<file path="config.mk">
export PLATFORM = sky130hd
export DESIGN_NAME = multi_debouncer
export DESIGN_NICKNAME = d
export VERILOG_FILES = /design/src/rtl/multi_debouncer.sv
export SDC_FILE = /design/constraint.sdc
export NUM_CORES = 1
export LEC_CHECK = 0
export CORE_MARGIN = 2
export CORE_UTILIZATION = 30
export CTS_BUF_LIST = sky130_fd_sc_hd__clkbuf_2
export CTS_CLUSTER_SIZE = 8
export DETAILED_ROUTE_END_ITERATION = 10
export SLEW_MARGIN = 10
export SYNTH_ARGS = -nofsm -noshare
export SYNTH_HDL_FRONTEND = slang
export SYNTH_SLANG_ARGS = --single-unit
</file>
<file path="constraint.sdc">
create_clock -name clk -period 2.6 [get_ports clk]
set_clock_uncertainty 0.1 [all_clocks]
set_input_delay 0.78 -clock clk [delete_from_list [all_inputs] [get_ports clk]]
set_output_delay 0.78 -clock clk [all_outputs]
set_load 0.02 [all_outputs]
</file>
<file path="src/rtl/multi_debouncer.sv">
// multi_debouncer
//
// Debounces NUM_CH asynchronous inputs in parallel. Each channel runs its own
// SYNC_STAGES-deep synchroniser, a stability counter that accepts a new level
// only after DEBOUNCE_CYCLES consecutive differing samples, and registered
// one-cycle rise/fall strobes that coincide with the first cycle of the new level.
//
// Optional feature: define MULTI_DEBOUNCER_REPEAT_EN to build per-channel
// auto-repeat counters. When it is undefined, btn_repeat is tied to 0.
//
// Ports:
//   clk        in   system clock
//   reset_n    in   asynchronous active-low reset
//   btn_in     in   [NUM_CH] raw asynchronous inputs
//   btn_out    out  [NUM_CH] debounced levels
//   btn_rise   out  [NUM_CH] one-cycle strobe on accepted 0->1
//   btn_fall   out  [NUM_CH] one-cycle strobe on accepted 1->0
//   btn_repeat out  [NUM_CH] auto-repeat strobes (0 unless the feature is built)

module multi_debouncer #(
    parameter int unsigned NUM_CH          = 4,
    parameter int unsigned DEBOUNCE_CYCLES = 250000,
    parameter int unsigned CNT_W           = 20,
    parameter int unsigned SYNC_STAGES     = 2,
    parameter int unsigned REPEAT_DELAY    = 25000000,
    parameter int unsigned REPEAT_PERIOD   = 5000000
) (
    input  logic              clk,
    input  logic              reset_n,
    input  logic [NUM_CH-1:0] btn_in,
    output logic [NUM_CH-1:0] btn_out,
    output logic [NUM_CH-1:0] btn_rise,
    output logic [NUM_CH-1:0] btn_fall,
    output logic [NUM_CH-1:0] btn_repeat
);

    // Elaboration-time parameter sanity checks.
    if (NUM_CH < 1 || NUM_CH > 32) begin : g_bad_num_ch
        $error("multi_debouncer: NUM_CH must be in 1..32");
    end
    if (DEBOUNCE_CYCLES < 2) begin : g_bad_debounce
        $error("multi_debouncer: DEBOUNCE_CYCLES must be >= 2");
    end
    if ((64'd1 << CNT_W) <= 64'(DEBOUNCE_CYCLES)) begin : g_bad_cnt_w
        $error("multi_debouncer: CNT_W too narrow for DEBOUNCE_CYCLES");
    end
    if (SYNC_STAGES < 2) begin : g_bad_sync
        $error("multi_debouncer: SYNC_STAGES must be >= 2");
    end
    if (REPEAT_DELAY < 1 || REPEAT_PERIOD < 1) begin : g_bad_repeat
        $error("multi_debouncer: REPEAT_DELAY and REPEAT_PERIOD must be >= 1");
    end

    localparam logic [CNT_W-1:0] CntMax = CNT_W'(DEBOUNCE_CYCLES - 1);

    // ------------------------------------------------------------------
    // Synchronisers
    // ------------------------------------------------------------------
    logic [SYNC_STAGES-1:0][NUM_CH-1:0] sync_q;
    logic [NUM_CH-1:0]                  sync_s;

    always_ff @(posedge clk or negedge reset_n) begin
        if (!reset_n) begin
            sync_q <= '0;
        end else begin
            sync_q[0] <= btn_in;
            for (int unsigned k = 1; k < SYNC_STAGES; k++) begin
                sync_q[k] <= sync_q[k-1];
            end
        end
    end

    assign sync_s = sync_q[SYNC_STAGES-1];

    // ------------------------------------------------------------------
    // Stability counters and debounced levels
    // ------------------------------------------------------------------
    logic [NUM_CH-1:0][CNT_W-1:0] cnt_q, cnt_d;
    logic [NUM_CH-1:0]            out_q, out_d;
    logic [NUM_CH-1:0]            rise_q, rise_d;
    logic [NUM_CH-1:0]            fall_q, fall_d;

    always_comb begin
        cnt_d = cnt_q;
        out_d = out_q;
        for (int unsigned i = 0; i < NUM_CH; i++) begin
            if (sync_s[i] == out_q[i]) begin
                cnt_d[i] = '0;
            end else if (cnt_q[i] == CntMax) begin
                out_d[i] = sync_s[i];
                cnt_d[i] = '0;
            end else begin
                cnt_d[i] = cnt_q[i] + CNT_W'(1);
            end
        end
    end

    // Strobes are registered alongside the level, so they line up with the
    // first cycle in which btn_out shows the new value.
    assign rise_d = out_d & ~out_q;
    assign fall_d = ~out_d & out_q;

    always_ff @(posedge clk or negedge reset_n) begin
        if (!reset_n) begin
            cnt_q  <= '0;
            out_q  <= '0;
            rise_q <= '0;
            fall_q <= '0;
        end else begin
            cnt_q  <= cnt_d;
            out_q  <= out_d;
            rise_q <= rise_d;
            fall_q <= fall_d;
        end
    end

    assign btn_out  = out_q;
    assign btn_rise = rise_q;
    assign btn_fall = fall_q;

    // ------------------------------------------------------------------
    // Auto-repeat
    // ------------------------------------------------------------------
`ifdef MULTI_DEBOUNCER_REPEAT_EN
    localparam int unsigned RepMax = (REPEAT_DELAY > REPEAT_PERIOD) ? REPEAT_DELAY : REPEAT_PERIOD;
    localparam int unsigned RcntW  = $clog2(RepMax + 1);
    localparam logic [RcntW-1:0] DlyMax = RcntW'(REPEAT_DELAY - 1);
    localparam logic [RcntW-1:0] PerMax = RcntW'(REPEAT_PERIOD - 1);

    logic [NUM_CH-1:0][RcntW-1:0] rcnt_q, rcnt_d;
    // Set after the first repeat pulse; selects PERIOD instead of DELAY as target.
    logic [NUM_CH-1:0]            armed_q, armed_d;
    logic [NUM_CH-1:0]            rep_q, rep_d;

    always_comb begin
        rcnt_d  = rcnt_q;
        armed_d = armed_q;
        rep_d   = '0;
        for (int unsigned i = 0; i < NUM_CH; i++) begin
            // Idle while released, and clear in the release cycle itself.
            if (!out_q[i] || !out_d[i]) begin
                rcnt_d[i]  = '0;
                armed_d[i] = 1'b0;
            end else if (rcnt_q[i] == (armed_q[i] ? PerMax : DlyMax)) begin
                rep_d[i]   = 1'b1;
                rcnt_d[i]  = '0;
                armed_d[i] = 1'b1;
            end else begin
                rcnt_d[i] = rcnt_q[i] + RcntW'(1);
            end
        end
    end

    always_ff @(posedge clk or negedge reset_n) begin
        if (!reset_n) begin
            rcnt_q  <= '0;
            armed_q <= '0;
            rep_q   <= '0;
        end else begin
            rcnt_q  <= rcnt_d;
            armed_q <= armed_d;
            rep_q   <= rep_d;
        end
    end

    assign btn_repeat = rep_q;
`else
    assign btn_repeat = '0;
`endif

endmodule

</file>
## Yosys cells after proc, flatten, opt, wreduce, memory -nomap -nowiden

Cells that the tools add are included.

| storage, ports and cells | value |
|---|---|
| register bits after elaboration | 100 |
| bits of input ports | 6 |
| output and inout bits | 16 |

| cells by class | value |
|---|---|
| add/sub/neg operators | 4 |
| equality and inequality tests | 8 |
| multiplexer cells | 16 |
| bitwise operators | 4 |

Operator list:

| cell | number |
|---|---|
| 20-bit 2-to-1 mux | 8 |
| 20-bit by 1-bit adder with 20-bit output (second input constant) | 4 |
| 20-bit by 18-bit == test with 1-bit output (second input constant) | 4 |
| 4-bit bitwise AND | 2 |
| 1-bit 2-to-1 mux | 8 |
| 4-bit NOT | 2 |
| 1-bit == test | 4 |

## Longest topological paths before layout

| logic depth | value |
|---|---|
| depth in word-level cells | 5 |
| depth in mapped cells | 7 |
| mapped depth without buffers | 5 |

## Worst setup path after synthesis

No wires, ideal clock.

| timing | value |
|---|---|
| kind | register to register |
| from | register cnt_q[60] (netlist bit) |
| to | register cnt_q[67] (netlist bit) |
| library setup time | 0.121 ns |
| data arrival time | 1.659 ns |
| path slack | 0.719 ns |
| cell stages (with the launch flop) | 7 |
| path buffers | 1 |
| clock period less this slack | 1.881 ns |
| cell sequence | dfrtp_1 ha_1 nand4_1 nand2b_1 o21ai_1 buf_2 nor2_1 |

RTL lines:

| element | line | RTL |
|---|---|---|
| start: declaration | 78 | `logic [NUM_CH-1:0][CNT_W-1:0] cnt_q, cnt_d;` |
| start signal: assignment | 110 | `cnt_q <= cnt_d;` |

## Final worst setup path

| timing | value |
|---|---|
| from | register out_q[0], in the netlist btn_out[0] |
| to | output port btn_out[0] |

RTL lines:

| element | line | RTL |
|---|---|---|
| start: declaration | 79 | `logic [NUM_CH-1:0] out_q, out_d;` |
| start signal: assignment | 111 | `out_q <= out_d;` |
| end: declaration | 31 | `output logic [NUM_CH-1:0] btn_out,` |

No word-level cell between the ends.

==> summary.md <==
| Metric | Value |
|---|---|
| Seq cells post-synth | 100 |
| CTS Hold Bufs | 0 |
| Num CTS Buffers | 9 |
| Pre-CTS setup slack | 0.586 ns |
| Fin Setup TNS | 0 ns |
| Pins Over Slew Limit | 0 |
| Peak VDD IR | 290 uV |
| Die Area | 16800 um2 |
| Synthesized instance count | 461 |
| Core area | 15300 um2 |
| Placed cells | 689 |
| Final Hold Viols | 0 |
| Pin count of the biggest net entering global routing | 46 |
| Share of the synthesized area in the top cell type | 0.530 |
| Row cnt | 45 |
| DR vias/cell | 4.93 |
| Placer congestion estimate | 0.890 |
| CTS clk-pin slew, worst paths | 0.26 ns |
| Pleak | 2.20 nW |
| Logic pwr share | 0.041 |
| Post-Layout Cell Count | 707 |
| Critical path type | reg2out |
| Clock power share | 0.329 |
| Vias in the first global route | 3298 |
| Clock sink count | 100 |
| Slew @ Worst Pin | 0.592 ns |
| Fin Hold WS | 0.0687 ns |
| Fmax | 410 MHz |
| Top cells by area, synth | dfrtp_1 (53%), xnor2_1 (8.2%), nor2_1 (6.1%) |
| CP arrival | 1.56 ns |
| Hold Crit Class | in2async |
| Final core occ | 0.348 |
| Share of layout cells above drive strength 1 | 0.0806 |
| Max-slew headroom | 0.605 |
| Detailed Route Iter0 Violations | 257 |
| Psw | 607 uW |
| HPWL Detailed | 6380 um |
| CP max stage cell | clkdlybuf4s50_1 |
| Total Wirelength | 9130 um |
| CTS tree | yes |
| Post-DP Area | 5170 um2 |
| Grt ovf | 0 |
| First-pass GRT wire length | 15900 um |
| Setup Viol. Count Final | 0 |
| Most frequent cells after synthesis | dfrtp_1 (100), nor2_1 (77), xnor2_1 (44) |
| EDFF count, synth | 0 |
| Die Y-Extent | 129 um |
| N_diodes | 0 |
| Tmin final | 2.44 ns |
| Sw Ratio | 0.239 |
| Area grow syn2layout | 13.0% |
| Worst Setup Start Kind | register |
| Cell family with most CP delay | buffers and inverters |
| Max cap viols | 0 |
| Setup ws final | 0.159 ns |
| CTS Root Cell | clkbuf_2 |
| Drt wl/cell | 12.9 um |
| Mean post-synth cell area | 10.2 um2 |
| CP max FO | 2 |
| Synth unique cells | 40 |
| Flop2flop setup slack | 0.52 ns |
| Die width | 129 um |
| Clk Latency, worst-skew pair | 0.57 ns |
| Tot Pwr | 2.54 mW |
| Cell area after synthesis | 4720 um2 |
| Final period util | 0.939 |
| Initial core utilization | 0.308 |
| Tot GR Track Use | 0.117 |
| Unrepaired setup endpoints after global routing | false |
| Initial antenna violation count | 0 |
| Register share of total power | 0.630 |
| Nets | 501 |
| Setup crit end kind | output pin |
| DRT Pass-1 Iters | 4 |
| Worst-path cell chain | clkdlybuf4s50_1 |
| Top FF cell, synth | dfrtp_1 |
| Io pins | 22 |
| Via count | 3488 |
| Crit-path max cell delay | 0.60 ns |
| Htree depth | 3 |
| CP required | 1.72 ns |
| Outcome | completed |
| DRT antenna net count | 0 |
| Cell with the most instances after synthesis | dfrtp_1 |
| Synth Warn # | 0 |
| Filler cells | 1558 |
| Async SR Flop Fraction | 1.00 |
| Drc violations | 0 |
| Clock buffer depth | 2 |
| Post-synthesis sequential area ratio | 0.530 |
| Worst Path Buf+Inv | 1 |
| PwrDens | 477 nW/um2 |
| Finished Cell Area | 5330 um2 |
| Largest area contributor in the netlist | dfrtp_1 |
| Internal | 1.94 mW |
| Number of I/O port buffers | 17 |
## worst paths after layout
kind / from / end / cells after the start
setup reg to reg: cnt_q[42] / cnt_q[59] / 4
min in group clk: sync_q[2] / sync_s[2] / 0
hold / removal: reset_n / cnt_q[15] / 1
max in group asynchronous: reset_n / cnt_q[62] / 2
setup / recovery: btn_out[0] / btn_out[0] / 1
hold reg to reg: sync_q[2] / sync_s[2] / 0
## per-layer routing
layer  wire length [um]  track usage  up-vias
met5                  0            0        -
met4                119       0.0342        0
met3                387       0.0310       11
met2               4270        0.185       75
met1               4350        0.160     1720
li1                   -            -     1682
## registers in the layout, indices dropped and copies added, names as in the netlist
| register | cells |
|---|---|
| btn_rise | 4 |
| btn_fall | 4 |
| sync_q | 4 |
| sync_s | 4 |
| cnt_q | 80 |
| btn_out | 4 |
## worst register-to-register path: stages (launching register included)
cell	delay, ns
dfrtp_1	0.49
nand4_1	0.27
or4_4	0.63
or3_1	0.36
a21oi_1	0.15
## area by class of cell
cell class | instances | area (um2) | share of cell area
sequential | 100 | 2500 | 0.469
multi-input combinational | 343 | 2130 | 0.399
tap | 211 | 264 | 0.0495
timing repair buffer | 27 | 260 | 0.0488
clock inverter | 6 | 88.8 | 0.0167
clock buffer | 10 | 50.0 | 0.00938
inverter | 10 | 37.5 | 0.00704
## cells in the final DEF, fill, tap and decap left out, types with 11 or more instances in the layout
master           instances
dfrtp_1                100
nor2_1                  77
xnor2_1                 44
nand3_1                 26
nand4_1                 26
nor4_1                  19
nor3_1                  19
xor2_1                  19
nand2_1                 18
and3_1                  13
clkdlybuf4s50_1         11
## power by group through the flow
stage	combinational, mW	clock, mW	sequential [mW]
after detailed placement	0.108	0	1.63
after global routing	0.122	0.945	1.61
after global placement	0.107	0	1.63
final	0.105	0.836	1.60
after CTS	0.109	0.876	1.60
after floorplan	0.0519	0	1.62
## what timing repair did
| item | CTS | global route |
|---|---|---|
| setup buffers | 2 | 0 |
| gates cloned | 0 | 0 |
| endpoints found under the setup margin | 4 | 3 |
| resized for setup | 2 | 3 |
| pin swaps | 0 | 0 |
## logic make-up (layout without fill, tap and decap cells)
family	after synthesis	after routing	synth area share
fa+ha+maj	4	4	0.0106
xor+xnor	63	63	0.117
compound gates	25	25	0.0326
mux	5	5	0.0117
buf+inv	21	53	0.0212
other cells	1	4	0.000794
flops	100	100	0.530
simple gates	242	242	0.276
Note: power is estimated with default switching activity, not from simulation.
